`src/rtl/seg_scan_driver.sv`:
```
// Multiplexed seven-segment scan driver with double-buffered glyph codes
// and per-digit blinking. Code/mask updates take effect only at frame boundaries.
module seg_scan_driver #(
  parameter int NUM_DIGITS   = 4,
  parameter int REFRESH_DIV  = 50000,
  parameter int BLINK_FRAMES = 64
) (
  input  logic                    clk,
  input  logic                    rst_n,
  input  logic                    en,
  input  logic                    load,
  input  logic [4*NUM_DIGITS-1:0] codes,
  input  logic [NUM_DIGITS-1:0]   blink_mask,
  output logic [6:0]              seg,
  output logic [NUM_DIGITS-1:0]   an,
  output logic                    pending
);

  localparam int CW = $clog2(REFRESH_DIV);
  localparam int IW = (NUM_DIGITS > 1) ? $clog2(NUM_DIGITS) : 1;
  localparam int FW = (BLINK_FRAMES > 1) ? $clog2(BLINK_FRAMES) : 1;
  localparam logic [CW-1:0] CNT_LAST = CW'(REFRESH_DIV - 1);
  localparam logic [IW-1:0] IDX_LAST = IW'(NUM_DIGITS - 1);
  localparam logic [FW-1:0] FRM_LAST = FW'(BLINK_FRAMES - 1);
  localparam logic [4*NUM_DIGITS-1:0] BLANK_CODES = {NUM_DIGITS{4'hF}};

  logic [CW-1:0]           cnt_reg, cnt_next;
  logic [IW-1:0]           idx_reg, idx_next;
  logic [FW-1:0]           frame_reg, frame_next;
  logic                    phase_reg, phase_next;
  logic [4*NUM_DIGITS-1:0] active_codes_reg, active_codes_next;
  logic [NUM_DIGITS-1:0]   active_mask_reg, active_mask_next;
  logic [4*NUM_DIGITS-1:0] shadow_codes_reg, shadow_codes_next;
  logic [NUM_DIGITS-1:0]   shadow_mask_reg, shadow_mask_next;
  logic                    pending_reg, pending_next;
  logic [6:0]              seg_reg, seg_next;
  logic [NUM_DIGITS-1:0]   an_reg, an_next;

  logic       tick, frame_end, blanked;
  logic [3:0] sel_code;
  logic [3:0] digit_code [NUM_DIGITS];

  function automatic logic [6:0] glyph(input logic [3:0] c);
    case (c)
      4'd0:    glyph = 7'b1111110;
      4'd1:    glyph = 7'b0110000;
      4'd2:    glyph = 7'b1101101;
      4'd3:    glyph = 7'b1111001;
      4'd4:    glyph = 7'b0110011;
      4'd5:    glyph = 7'b1011011;
      4'd6:    glyph = 7'b1011111;
      4'd7:    glyph = 7'b1110000;
      4'd8:    glyph = 7'b1111111;
      4'd9:    glyph = 7'b1111011;
      4'd10:   glyph = 7'b1100011;
      4'd11:   glyph = 7'b0011101;
      4'd12:   glyph = 7'b0000001;
      default: glyph = 7'b0000000;
    endcase
  endfunction

  assign tick      = en && (cnt_reg == CNT_LAST);
  assign frame_end = tick && (idx_reg == IDX_LAST);

  always_comb begin
    cnt_next   = cnt_reg;
    idx_next   = idx_reg;
    frame_next = frame_reg;
    phase_next = phase_reg;
    if (!en) begin
      cnt_next   = '0;
      idx_next   = '0;
      frame_next = '0;
      phase_next = 1'b0;
    end else begin
      cnt_next = tick ? '0 : cnt_reg + 1'b1;
      if (tick)
        idx_next = (idx_reg == IDX_LAST) ? '0 : idx_reg + 1'b1;
      if (frame_end) begin
        if (frame_reg == FRM_LAST) begin
          frame_next = '0;
          phase_next = ~phase_reg;
        end else begin
          frame_next = frame_reg + 1'b1;
        end
      end
    end
  end

  // While disabled there is no frame to wait for, so updates apply at once.
  always_comb begin
    shadow_codes_next = shadow_codes_reg;
    shadow_mask_next  = shadow_mask_reg;
    active_codes_next = active_codes_reg;
    active_mask_next  = active_mask_reg;
    pending_next      = pending_reg;
    if (load) begin
      shadow_codes_next = codes;
      shadow_mask_next  = blink_mask;
    end
    if (!en || frame_end) begin
      if (load) begin
        active_codes_next = codes;
        active_mask_next  = blink_mask;
      end else if (pending_reg) begin
        active_codes_next = shadow_codes_reg;
        active_mask_next  = shadow_mask_reg;
      end
      pending_next = 1'b0;
    end else if (load) begin
      pending_next = 1'b1;
    end
  end

  for (genvar gi = 0; gi < NUM_DIGITS; gi++) begin : g_digit
    assign digit_code[gi] = active_codes_reg[4*gi +: 4];
    assign an_next[gi]    = !(en && (idx_reg == IW'(gi)));
  end

  assign sel_code = digit_code[idx_reg];
  assign blanked  = phase_reg && active_mask_reg[idx_reg];
  assign seg_next = (!en || blanked) ? 7'h7F : ~glyph(sel_code);

  always_ff @(posedge clk or negedge rst_n) begin
    if (!rst_n) begin
      cnt_reg          <= '0;
      idx_reg          <= '0;
      frame_reg        <= '0;
      phase_reg        <= 1'b0;
      active_codes_reg <= BLANK_CODES;
      active_mask_reg  <= '0;
      shadow_codes_reg <= BLANK_CODES;
      shadow_mask_reg  <= '0;
      pending_reg      <= 1'b0;
      seg_reg          <= 7'h7F;
      an_reg           <= '1;
    end else begin
      cnt_reg          <= cnt_next;
      idx_reg          <= idx_next;
      frame_reg        <= frame_next;
      phase_reg        <= phase_next;
      active_codes_reg <= active_codes_next;
      active_mask_reg  <= active_mask_next;
      shadow_codes_reg <= shadow_codes_next;
      shadow_mask_reg  <= shadow_mask_next;
      pending_reg      <= pending_next;
      seg_reg          <= seg_next;
      an_reg           <= an_next;
    end
  end

  assign seg     = seg_reg;
  assign an      = an_reg;
  assign pending = pending_reg;

endmodule
```
`config.mk`:
```
export PLATFORM = sky130hd
export DESIGN_NAME = seg_scan_driver
export DESIGN_NICKNAME = d
export VERILOG_FILES = /design/src/rtl/seg_scan_driver.sv
export SDC_FILE = /design/constraint.sdc
export NUM_CORES = 1
export LEC_CHECK = 0
export CORE_MARGIN = 1.5
export CORE_UTILIZATION = 35
export DETAILED_ROUTE_END_ITERATION = 12
export PLACE_DENSITY = 0.51
export REMOVE_ABC_BUFFERS = 1
export SYNTH_ARGS = -nofsm -noshare
export SYNTH_HDL_FRONTEND = slang
export SYNTH_SLANG_ARGS = --single-unit
```
`constraint.sdc`:
```
create_clock -name clk -period 2.3 [get_ports clk]
set_clock_uncertainty 0.05 [all_clocks]
set_input_delay 0.69 -clock clk [delete_from_list [all_inputs] [get_ports clk]]
set_output_delay 0.69 -clock clk [all_outputs]
set_load 0.02 [all_outputs]
```
Word level (Yosys, flattened, before mapping)
Memory sizes are Yosys's and may differ from the RTL's.
Cells that the tools add are included.
- add/sub/neg operators: 3
- $lt $le $gt $ge: 2
- equal/unequal tests: 8
- mux-type cells: 23
- bitwise operators: 3
- reductions and logical operators: 19
- operators with widths (kind ; count):
    $mux 16 ; 4
    $mux 6 ; 3
    $add 16x1->16 const B ; 1
    $eq 16x16->1 const B ; 1
    $mux 4 ; 4
    $bmux 4 s2 ; 1
    $logic_and 1x1->1 ; 7
    $mux 7 ; 1
    $not 7->7 ; 1
    $add 6x1->6 const B ; 1
    $eq 6x6->1 const B ; 1
    $mux 1 ; 6
    $mux 2 ; 3
    $ne 2x1->1 const B ; 3
    $logic_not 1->1 ; 5
    $eq 2x2->1 const B ; 2
    $reduce_and 2->1 ; 2
    $reduce_bool 2->1 ; 2
    $ge 3x3->1 const B ; 1
    $lt 2x3->1 const B ; 1
    $not 2->3 ; 1
    $add 2x1->2 const B ; 1
    $bmux 1 s2 ; 1
    $eq 2x1->1 const B ; 1
    3 further kinds ; 4
- bits in registers: 77
- bits in read-only memories: 112
- input port bits: 24
- memories kept: 1
- memory list (name ; words ; width ; rd ports ; clocked after memory_dff ; wr ports ; line ; RTL):
    (name not given) ; 16 ; 7 ; 1 ; 0 ; 0 ; 44 ; case (c)

Logic depth before layout (Yosys ltp)
Gate-level depths: netlist of run 1.
An unclocked memory read counts as a cell.
- depth in word-level cells: 7
- depth in mapped cells: 9
- mapped depth without buffers: 7

Worst setup path after synthesis of run 1
No wires, ideal clock.
- path kind: flip-flop to flip-flop
- from: reg cnt_reg[0]
- to: reg active_mask_reg[0]
- library setup time: 0.125 ns
- data arrival time: 1.902 ns
- slack: 0.223 ns
- cell stages (with the launch flop): 10
- clock period less this slack: 2.077 ns
- path through: dfrtp_1 ha_1 and3_1 buf_2 and4_1 buf_4 a21boi_2 or2_4 buf_6 mux2_4
- word-level cells in the longest chain between the ends: 5
- ends and longest elaborated chain (what ; line ; RTL):
    start: declaration ; 27 ; logic [CW-1:0] cnt_reg, cnt_next;
    start signal: assignment ; 138 ; cnt_reg <= cnt_next;
    $eq 16x16->1 ; 62 ; assign tick = en && (cnt_reg == CNT_LAST);
    $logic_and 1x1->1 ; 62 ;
    $logic_and 1x1->1 ; 63 ; assign frame_end = tick && (idx_reg == IDX_LAST);
    $logic_or 1x1->1 ; 101 ; if (!en || frame_end) begin
    $reduce_and 2->1 (no source line) ; - ;
    end signal: assignment ; 143 ; active_mask_reg <= active_mask_next;
    end: declaration ; 32 ; logic [NUM_DIGITS-1:0] active_mask_reg, active_mask_next;
No other way between the ends.
A chain may end at the register's enable or synchronous reset.

Final worst setup path of run 1
- from: reg an_reg[1], in the netlist an[1]
- to: out an[1]
- RTL lines (what ; line ; RTL):
    start: declaration ; 37 ; logic [NUM_DIGITS-1:0] an_reg, an_next;
    start signal: assignment ; 148 ; an_reg <= an_next;
    end: declaration ; 15 ; output logic [NUM_DIGITS-1:0] an,
No word-level cell between the ends.

==> results by group, run 1 <==
Placement
  – I/O Buffers: 35
  – Routability Congestion: 0.752
  – Placed Instances: 458
  – Dpl hpwl: 5000 microns

Finish
  – Final Non-Filler Cells: 474
  – Most common cell after layout, fill and taps aside: dfstp_2
  – Share of cells above drive strength 1: 39.6%
  – Antenna cell count: 0
  – Util after Layout: 45.5%
  – Fin nets: 372
  – Fillers: 936
  – Most frequent cells in the layout: 43 x dfstp_2, 34 x dfrtp_1, 34 x clkdlybuf4s50_1
  – Layout area overhead: 24.6%

Global route
  – First-pass GRT wire length: 11,700 microns
  – Largest net degree at the start of global routing: 39
  – Vias in the first global route: 2,315
  – Total gr overflow: 0
  – Total GRT Usage: 13.6%
  – Initial antenna violation count: 0

Routing
  – Vias/cell: 4.67
  – TritonRoute pass-1 iters: 4
  – Total Wirelength: 6920 microns
  – DRT iter0 DRCs: 49
  – Final ANT Viol Nets: 0
  – WL/cell: 14.6 microns
  – Routed via count: 2,214
  – Final routed DRC violation total: 0

Setup path
  – CP delay by family, top: buffers and inverters
  – Critical Path Max Stage Delay: 0.59 ns
  – CP max FO: 1
  – Critical path data required time: 1.56 ns
  – Worst EP arrival: 1.46 ns
  – Crit end category: primary output
  – Capture point of the worst reg-to-reg path: seg[6]$_DFF_PN1_
  – Setup CP Type: flip-flop to primary output
  – Startpoint types: flip-flop
  – Launch point of the worst path: an[1]$_DFF_PN1_
  – Critical path cell sequence: clkdlybuf4s50_1
  – Bufs and invs on worst path: 1
  – Worst flop-to-flop path startpoint: idx_reg[0]$_DFFE_PN0P_
  – Critical path's slowest cell: clkdlybuf4s50_1
  – Internal reg-to-reg setup slack: 0.23 ns
  – Reg2reg path depth: 6

Timing
  – Max Clk Rate: 0.455 GHz
  – Period utilization: 95.5%
  – Fin. Hold Viols: 0
  – Min Hold Slack: 0.155 ns
  – Final Setup Violations: 0
  – Final Max Slew Viols: 0
  – Final TNS setup: 0 ns
  – Slew @ Worst Pin: 0.384 ns
  – RSZ-0062 raised after global routing: false
  – Rel. slew slack: 74.1%
  – Fin crit period: 2.20 ns

Die
  – Row cnt: 36
  – Die W: 105 microns
  – Die footprint: 0.0110 sq mm
  – Die Y: 105 microns
  – Initial Utilization: 36.5%
  – IO Pins: 36
  – Core area: 0.00991 sq mm

Clocking
  – # hold bufs at CTS: 0
  – CTS clk-pin slew, worst paths: 0.08 ns
  – Root Buffer: clkbuf_8
  – Longest Clk Path Bufs: 2
  – CTS resizes: 0
  – CTS tree: done
  – CTS Buf Count: 9
  – CTS H-tree depth: 3
  – Setup Fix Bufs, Post-CTS: 0
  – Worst skew pair latency: 0.34 ns
  – Clock net sink count: 77

Yosys
  – Synth Cell Area: 0.00362 sq mm
  – Mapped Cells: 281
  – Synthesis Warnings: 0
  – Synth Register Bits: 77
  – Avg Synthesized Cell Area: 12.9 sq um
  – Sequential share of the synthesized area: 54.7%
  – Distinct cells, synth: 44

Power
  – Pwr dens: 775 mW/mm^2
  – Maximum VDD drop: 0.277 mV
  – Leakage: 1.93 nW

Outcome
  – Status: finished, final reports clean

Flow run
  – Number of max-cap violations: 0

Worst hold path
  – HP Class: input port to async pin
-- worst max-delay path by stage --
stage	to	depth (start not counted)	slack [ns]
final	an[1]	1	0.10
after floorplan	active_mask_reg[0]$_DFFE_PN0P_	6	0.27
after CTS	an[1]	1	0.08
after detailed placement	frame_reg[0]$_DFFE_PN0P_	5	0.02
after global routing	seg[3]	1	0.07
after global placement	frame_reg[0]$_DFFE_PN0P_	5	0.01
-- synthesized netlist by cell type (all sizes together) --
library cell | n | area, sq um
xor2 | 4 | 35.0
inv | 7 | 26.3
and2 | 2 | 12.5
nand2 | 25 | 96.4
buf | 6 | 45.0
mux4 | 5 | 113
nand2b | 2 | 12.5
a21oi | 4 | 20.0
and4 | 1 | 8.76
a21boi | 4 | 33.8
dfstp | 43 | 1130
and3 | 7 | 43.8
nor2b | 3 | 18.8
a211o | 1 | 8.76
clkbuf | 7 | 26.3
nor4 | 1 | 6.26
xnor2 | 12 | 105
nor3 | 2 | 10.0
or2 | 2 | 15.0
a311o | 1 | 10.0
o211ai | 1 | 7.51
mux2 | 42 | 548
mux2i | 1 | 10.0
dfrtp | 34 | 851
nor4b | 2 | 23.8
nor2 | 22 | 82.6
nand3 | 12 | 60.1
nand4 | 2 | 12.5
o22ai | 1 | 6.26
o21ai | 6 | 30.0
o221ai | 2 | 17.5
or3 | 2 | 12.5
o31ai | 1 | 7.51
and4bb | 2 | 25.0
ha | 12 | 150
-- power by group --
group / leakage [nW] / internal, W / switching (W)
clock: 0.130 / 0.000783 / 0.000497
sequential: 0.905 / 0.00157 / 0.0000659
combinational: 0.900 / 0.000323 / 0.000256
total: 1.93 / 0.00268 / 0.000819
-- per-layer routing --
layer / vias to the layer above / wire length (microns) / track usage [%] / part of all wire [%]
met1: 1095 / 3500 / 19.0 / 51
met4: 0 / 98 / 4.99 / 1.4
li1: 1078 / - / - / -
met2: 32 / 3150 / 21.0 / 46
met5: - / 0 / 0 / 0
met3: 9 / 174 / 2.56 / 2.5
-- stage by stage --
step | worst slack, ns | cell area, sq um | power (W)
final | 0.103 | 4510 | 0.00350
after detailed placement | 0.0166 | 4250 | 0.00225
after global routing | 0.0672 | 4510 | 0.00365
after floorplan | 0.273 | 3550 | 0.00200
after CTS | 0.0788 | 4510 | 0.00354
after global placement | 0.00992 | 4250 | 0.00224
-- final cells by class --
cell class                 instances  area, sq um  area share [%]
sequential                        77         1980            43.9
multi-input combinational        184         1540            34.2
timing repair buffer              57          538            11.9
tap                              133          166            3.69
clock buffer                      11          151            3.36
clock inverter                     5          105            2.33
inverter                           7         26.3           0.583
-- kinds of logic after synthesis --
family,after synthesis,share of synthesized area [%]
and+or+nand+nor,87,12.2
AOI/OAI and AO/OA,21,3.91
adders and majority gates,12,4.15
muxes,48,18.5
buffers and inverters,20,2.70
xor gates and xnor gates,16,3.87
DFF,77,54.7
Note: power is estimated with default switching activity, not from simulation.
==> run 2, diff against run 1 <==
--- a/config.mk
+++ b/config.mk
@@ -5,6 +5,7 @@
 export SDC_FILE = /design/constraint.sdc
 export NUM_CORES = 1
 export LEC_CHECK = 0
+export CAP_MARGIN = 20
 export CORE_MARGIN = 1.5
 export CORE_UTILIZATION = 35
 export DETAILED_ROUTE_END_ITERATION = 12
==> results of run 2 <==
Same layout as run 1: the final DEF is identical, and so are final timing and power.
